==> config.mk <==
export PLATFORM = sky130hd
export DESIGN_NAME = ram_arbiter
export DESIGN_NICKNAME = d
export VERILOG_FILES = /design/src/rtl/ram_arbiter.sv
export SDC_FILE = /design/constraint.sdc
export NUM_CORES = 1
export LEC_CHECK = 0
export ABC_CLOCK_PERIOD_IN_PS = 2000
export CAP_MARGIN = 20
export CORE_AREA = 3 3 170 172
export DETAILED_ROUTE_END_ITERATION = 12
export DIE_AREA = 0 0 173 175
export PLACE_DENSITY = 0.41
export SYNTH_ARGS = -nofsm -noshare
export SYNTH_HDL_FRONTEND = slang
export SYNTH_SLANG_ARGS = --single-unit
==> constraint.sdc <==
create_clock -name CLK -period 2 [get_ports CLK]
set_input_delay 0.2 -clock CLK [delete_from_list [all_inputs] [get_ports CLK]]
set_output_delay 0.2 -clock CLK [all_outputs]
set_load 0.005 [all_outputs]
==> src/rtl/ram_arbiter.sv <==
// ram_arbiter: round-robin arbiter between four cache requesters
// (i0, d0, i1, d1) and a single-ported RAM. The grant is held until
// the RAM reports ACCESS or ERROR, or until the requester drops.
// Ports: CLK, RST (sync, active-high); iREN/iaddr, dREN/dWEN/daddr/
// dstore per core; iwait/dwait stalls; iload/dload broadcast of
// ramload; ramaddr/ramstore/ramREN/ramWEN to the RAM; ramstate in;
// gnt_valid/gnt_id grant status; err one-cycle ERROR pulse.
// Option: define ARB_DPRIO_EN to scan data requesters before
// instruction requesters.
module ram_arbiter #(
  parameter int WORDW = 32
) (
  input  logic                  CLK,
  input  logic                  RST,
  input  logic [1:0]            iREN,
  input  logic [1:0][WORDW-1:0] iaddr,
  input  logic [1:0]            dREN,
  input  logic [1:0]            dWEN,
  input  logic [1:0][WORDW-1:0] daddr,
  input  logic [1:0][WORDW-1:0] dstore,
  output logic [1:0]            iwait,
  output logic [1:0]            dwait,
  output logic [1:0][WORDW-1:0] iload,
  output logic [1:0][WORDW-1:0] dload,
  output logic [WORDW-1:0]      ramaddr,
  output logic [WORDW-1:0]      ramstore,
  output logic                  ramREN,
  output logic                  ramWEN,
  input  logic [WORDW-1:0]      ramload,
  input  logic [1:0]            ramstate,
  output logic                  gnt_valid,
  output logic [1:0]            gnt_id,
  output logic                  err
);

  localparam logic [1:0] RS_ACCESS = 2'd2;
  localparam logic [1:0] RS_ERROR  = 2'd3;

  typedef enum logic {IDLE, ACTIVE} state_t;

  state_t     state_q, state_d;
  logic [1:0] gnt_q, gnt_d;
  logic [1:0] last_q, last_d;
  logic       err_q, err_d;

  // requester id: bit0 = data port, bit1 = core
  logic [3:0] req;
  logic       g_act;
  logic       g_core;
  logic       g_is_d;
  logic [1:0] win;
  logic       found;
  logic [1:0] idx;

  assign req[0] = iREN[0];
  assign req[1] = dREN[0] | dWEN[0];
  assign req[2] = iREN[1];
  assign req[3] = dREN[1] | dWEN[1];

  assign g_act  = req[gnt_q];
  assign g_core = gnt_q[1];
  assign g_is_d = gnt_q[0];

  // scan last+1 .. last+4 (mod 4)
  always_comb begin
    win   = last_q;
    found = 1'b0;
    idx   = last_q;
`ifdef ARB_DPRIO_EN
    for (int k = 1; k <= 4; k++) begin
      idx = last_q + 2'(k);
      if (!found && req[idx] && idx[0]) begin
        win   = idx;
        found = 1'b1;
      end
    end
    for (int k = 1; k <= 4; k++) begin
      idx = last_q + 2'(k);
      if (!found && req[idx] && !idx[0]) begin
        win   = idx;
        found = 1'b1;
      end
    end
`else
    for (int k = 1; k <= 4; k++) begin
      idx = last_q + 2'(k);
      if (!found && req[idx]) begin
        win   = idx;
        found = 1'b1;
      end
    end
`endif
  end

  always_ff @(posedge CLK) begin
    if (RST) begin
      state_q <= IDLE;
      gnt_q   <= 2'd0;
      last_q  <= 2'd3;
      err_q   <= 1'b0;
    end else begin
      state_q <= state_d;
      gnt_q   <= gnt_d;
      last_q  <= last_d;
      err_q   <= err_d;
    end
  end

  // abort outranks ACCESS/ERROR; abort leaves last untouched
  always_comb begin
    state_d = state_q;
    gnt_d   = gnt_q;
    last_d  = last_q;
    err_d   = 1'b0;
    unique case (state_q)
      IDLE: begin
        if (|req) begin
          gnt_d   = win;
          state_d = ACTIVE;
        end
      end
      ACTIVE: begin
        if (!g_act) begin
          state_d = IDLE;
        end else if (ramstate == RS_ACCESS) begin
          last_d  = gnt_q;
          state_d = IDLE;
        end else if (ramstate == RS_ERROR) begin
          last_d  = gnt_q;
          err_d   = 1'b1;
          state_d = IDLE;
        end
      end
      default: state_d = IDLE;
    endcase
  end

  always_comb begin
    ramaddr  = '0;
    ramstore = '0;
    ramREN   = 1'b0;
    ramWEN   = 1'b0;
    iwait    = 2'b11;
    dwait    = 2'b11;
    if (state_q == ACTIVE) begin
      if (g_is_d) begin
        ramaddr  = daddr[g_core];
        ramstore = dstore[g_core];
        ramWEN   = dWEN[g_core];
        ramREN   = dREN[g_core] & ~dWEN[g_core];
        if (g_act && ramstate == RS_ACCESS)
          dwait[g_core] = 1'b0;
      end else begin
        ramaddr = iaddr[g_core];
        ramREN  = iREN[g_core];
        if (g_act && ramstate == RS_ACCESS)
          iwait[g_core] = 1'b0;
      end
    end
  end

  assign iload     = {ramload, ramload};
  assign dload     = {ramload, ramload};
  assign gnt_valid = (state_q == ACTIVE);
  assign gnt_id    = gnt_q;
  assign err       = err_q;

endmodule

After elaboration in Yosys (flattened, before gate mapping)
Cells that the tools add are included.
{"block": "op_classes", "add_sub_neg": 3, "magnitude_cmp": 7, "eq_ne": 2, "mux": 52, "n_bitwise": 7, "n_reduce_logical": 13}
{"op": "2-to-1 mux 32 bit", "count": 10}
{"op": "2-to-1 mux 1 bit", "count": 24}
{"op": "2-to-1 mux 2 bit", "count": 11}
{"op": "less-than comparator 2 x 3 -> 1 bit, second input constant", "count": 5}
{"op": "binary-select mux 1 bit (select 2 bit)", "count": 5}
{"op": "OR reduction 4 bit", "count": 2}
{"op": "logical AND 1 bit", "count": 5}
{"op": "adder 2 bit, second input constant", "count": 2}
{"op": "equality test 2 bit, second input constant", "count": 2}
{"op": "zero test 1 bit", "count": 3}
{"op": "inverter 1 bit", "count": 3}
{"op": "AND reduction 3 bit", "count": 1}
{"op": "adder 2 x 1 -> 2 bit, second input constant", "count": 1}
{"op": "less-than comparator 1 x 2 -> 1 bit, second input constant", "count": 1}
{"op": "inverter 2 bit", "count": 1}
{"op": "bitwise OR 1 bit", "count": 2}
{"op": "one-hot mux 1 bit (2 select lines)", "count": 1}
{"op": "AND reduction 2 bit", "count": 1}
{"op": "nonzero test 2 bit", "count": 1}
{"op": "AND 1 bit", "count": 1}
{"op": "demux 1 bit (select 1 bit)", "count": 1}
{"op": "greater-or-equal comparator 1 bit, second input constant", "count": 1}
{"block": "word_totals", "register_bits": 6, "inputBits": 234, "output_inout_bits": 202}

Depth between registers and ports, before layout
{"block": "logic_depth", "depth_word": 13, "ltp_mapped": 6, "depth_no_buf": 4}

Worst setup path after synthesis
No wires, ideal clock.
{"block": "synth_timing", "kind": "register to output", "startpoint": "reg gnt_q[1], in the netlist gnt_id[1]", "endpoint": "out ramaddr[16]", "t_arrival_ns": 1.350, "setup_slack_ns": 0.450, "path_stages_with_launch": 5, "path_buffers": 2, "cell_sequence": "dfxtp_1 buf_6 buf_6 mux4_2 and2_1"}
{"block": "synth_via", "elab_chain_cells": 4, "elab_cells_between_ends": 6, "classes_between": "mux: 6"}
{"element": "start: declaration", "line_no": "42", "rtl": "logic [1:0] gnt_q, gnt_d;"}
{"element": "start signal: assignment", "line_no": "103", "rtl": "gnt_q <= gnt_d;"}
{"element": "2-to-1 mux 32 bit, on equally long branches (2 in series)", "line_no": "154, 147"}
{"element": "2-to-1 mux 32 bit (*)", "line_no": "146", "rtl": "if (g_is_d) begin"}
{"element": "2-to-1 mux 32 bit (*)", "line_no": "145", "rtl": "if (state_q == ACTIVE) begin"}
{"element": "end: declaration", "line_no": "25", "rtl": "output logic [WORDW-1:0] ramaddr,"}
Every way passes the cells marked *; elsewhere a longest branch is shown, timed or not. The select of a mux whose other input is x is not followed.

Worst setup path in the final report
{"block": "layout_timing", "startpoint": "reg gnt_q[1], in the netlist gnt_id[1]", "endpoint": "out ramaddr[27]"}
Same word-level chain as after synthesis.

==> impl_metrics.tcl <==
set metrics [dict create \
    status "finished clean" \
    worst_r2r_path_depth 8 \
    cts-hold-fix-buffers 0 \
    place.detailed.hpwl_mm 12.5 \
    tightest_slew_ns 0.287 \
    startpoint "gnt_id[1]" \
    first_pass_iters 4 \
    clock-sinks 6 \
    max-cap-violations 0 \
    tritoncts "done" \
    synthCells 331 \
    placement.cell_area_mm2 0.00529 \
    critical_path.reg2reg.endpoint "gnt_valid" \
    finalSetupViolations 0 \
    die-area_mm2 0.0303 \
    totalPowerFinal_mw 1.90 \
    grt_start_max_net_pins 41 \
    syn-num-nets 565 \
    crit_type "reg2out" \
    cts_made_buffers 3 \
    drc_errors 0 \
    worst-endpoint-arrival_ns 1.77 \
    num_antenna_cells 0 \
    min_path_type "in2out" \
    timing_max_transition_violations_final 0 \
    first_global_vias 3427 \
    place_congestion 0.708 \
    path_clk_slew_ns 0.04 \
    cp_slowest_stage_delay_ns 0.49 \
    static-leakage-power_nw 2.36 \
    pin_count 436 \
    via_per_inst 3.36 \
    postSynth.topFlopCell "dfxtp_1" \
    wire_per_inst_um 16.8 \
    synthesis.yosys.warnings 0 \
    yosysMostFrequentCell "buf_4" \
    synthToLayoutAreaGrowth_pct 105 \
    cts_htree_levels 1 \
    syn_area_mm2 0.00288 \
    fmax_mhz 508 \
    detail_route.iter0.violations 86 \
    vdd_ir_drop_max_v 0.000218 \
    die_w_um 173 \
    timing.final.crit_period_ns 1.97 \
    worstReg2RegStart "gnt_id[1]" \
    floorplan.die.height_um 175 \
    vias 3051 \
    grt.total_usage_pct 9.55 \
    crit_chain "buf_4 -> buf_8 -> mux4_2 -> and2_1 -> dlygate4sd2_1" \
    design_area_mm2 0.00591 \
    synth_async_sr_flop_share_pct 0 \
    cts_root_buf "clkbuf_16" \
    final_hold_viol_count 0 \
    worst_setup_path_start_kind "flop" \
    floorplan.core_area_mm2 0.0276 \
    synth.largest_area_cell "buf_4" \
    min_period_over_period_pct 98.5 \
    antenna_violating_nets_left 0 \
    post_synth_num_cell_types 32 \
    finalClockSkew_ns 0.00340 \
    reg2reg_slack_ns 0.16 \
    finalCoreUtilization_pct 21.4 \
    nNetsFinal 766 \
    synth.cells.most_frequent "129 x buf_4, 45 x nor2_1, 35 x mux2i_1" \
    number_of_synthesized_flops_with_an_enable_pin 0 \
    critical_path_required_ns 1.80 \
    critPathCapture "ramaddr[27]" \
    critical_path_end_type "output pin" \
    critPathMaxFanout 5 \
    pwr_density_cell_mw_per_mm2 321 \
    yosys_register_bits 6 \
    synthDominantCellAreaShare_pct 33.6 \
    synth_area_leaders "buf_4 34%, mux4_2 26%, mux2i_1 12%" \
    totalWireLength_mm 15.3 \
    wire_length_of_the_first_global_routing_pass_mm 22.0 \
    synth-seq-area-share_pct 4.17 \
    antenna_found_initial 0 \
    clock_latency_on_the_worst_skew_pair_ns 0.23 \
    critical_path.slowest_cell "mux4_2" \
    initial_utilization_pct 10.4 \
    postSynthAreaPerCell_um2 8.71 \
    grt_remaining_overflow 0 \
    place.port_buffers 275 \
    rsz0062_at_grt "yes" \
    rows 61 \
    worst_slew_margin_rel_pct 80.8 \
    final_layout_size_suffix_gt1_share_pct 31.6 \
    cts-root-to-sink-buffers 2 \
]
## critical path, delay by kind of cell (launching register included)
| family | cells | cell delay (ns) |
|---|---|---|
| and+or+nand+nor | 1 | 0.17 |
| buffers and inverters | 3 | 0.50 |
| muxes | 1 | 0.49 |
| DFF | 1 | 0.39 |
## where the power goes
part           internal (mW)  total (mW)  leakage (nW)  switching [mW]
clock network          0.264       0.334        0.0382          0.0694
logic                  0.963        1.42          2.27           0.454
registers              0.130       0.145        0.0504          0.0145
total                   1.36        1.90          2.36           0.538
## kinds of logic (layout without fill, tap and decap cells)
logic type	Yosys count	count (layout)	synth area share, %
AND/OR/NAND/NOR	90	90	15.5
buffers and inverters	151	351	38.3
flip-flops	6	6	4.17
AO/OA/AOI/OAI	15	15	3.78
multiplexers	69	69	38.3
## timing repair
item / CTS / global route
pin swaps: 18 / 1
endpoints found under the setup margin: 64 / 36
cloned: 3 / 0
resized for setup: 189 / 44
setup buffers: 33 / 11
## registers in the layout, indices dropped and copies added (netlist names)
| signal | cells |
|---|---|
| err | 1 |
| gnt_valid | 1 |
| gnt_id | 2 |
| last_q | 2 |
## layout by cell type (no fill, tap or decap), drive strengths merged, types with 2 or more instances in the layout
master / netlist / layout
and2: 32 / 32
o221ai: 2 / 2
clkdlybuf4s50: 0 / 205
buf: 141 / 95
nand2: 3 / 3
nand3: 3 / 3
dlymetal6s2s: 0 / 3
dfxtp: 6 / 6
mux4: 33 / 33
or2: 2 / 2
clkdlybuf4s15: 0 / 3
o21ai: 2 / 2
a21oi: 2 / 2
dlygate4sd2: 0 / 35
inv: 2 / 2
mux2i: 35 / 35
clkbuf: 8 / 7
a31oi: 2 / 2
nand4: 2 / 2
nor2: 45 / 45
## layer usage
metal,vias to the layer above,part of all wire (%),track usage [%]
met5,-,0,0
met4,0,2.8,3.65
met3,28,10,3.30
met2,231,49,17.0
met1,1373,38,10.4
li1,1419,-,-
## metrics by stage
step           hold slack [ns]  setup TNS (ns)  setup slack, ns  instances
2_1_floorplan            0.366               0            0.450        331
4_1_cts                  0.400          -0.952           -0.118        903
3_5_place_dp             0.400          -0.284           -0.144        863
3_3_place_gp             0.400          -0.209          -0.0793        863
5_1_grt                  0.400         -0.0363          -0.0112        909
6_report                 0.400               0           0.0302        909
## final cells by class
type / instances / area [um2]
multi-input cells: 174 / 1760
well taps: 378 / 473
repair buffers: 345 / 3470
clock buffers: 4 / 78.8
inverters: 2 / 7.51
fillers: 3083 / 21700
flip-flops and latches: 6 / 125
## worst min path at each step
stage | from | to | slack, ns | depth (start not counted)
finish | ramload[8] | dload[40] | 0.40 | 0
detailed placement | ramload[30] | dload[30] | 0.40 | 0
floorplan | ramstate[0] | err | 0.37 | 1
global route | ramload[24] | dload[24] | 0.40 | 0
global placement | ramload[30] | dload[30] | 0.40 | 0
CTS | ramload[30] | dload[30] | 0.40 | 0
Note: power is estimated with default switching activity, not from simulation.
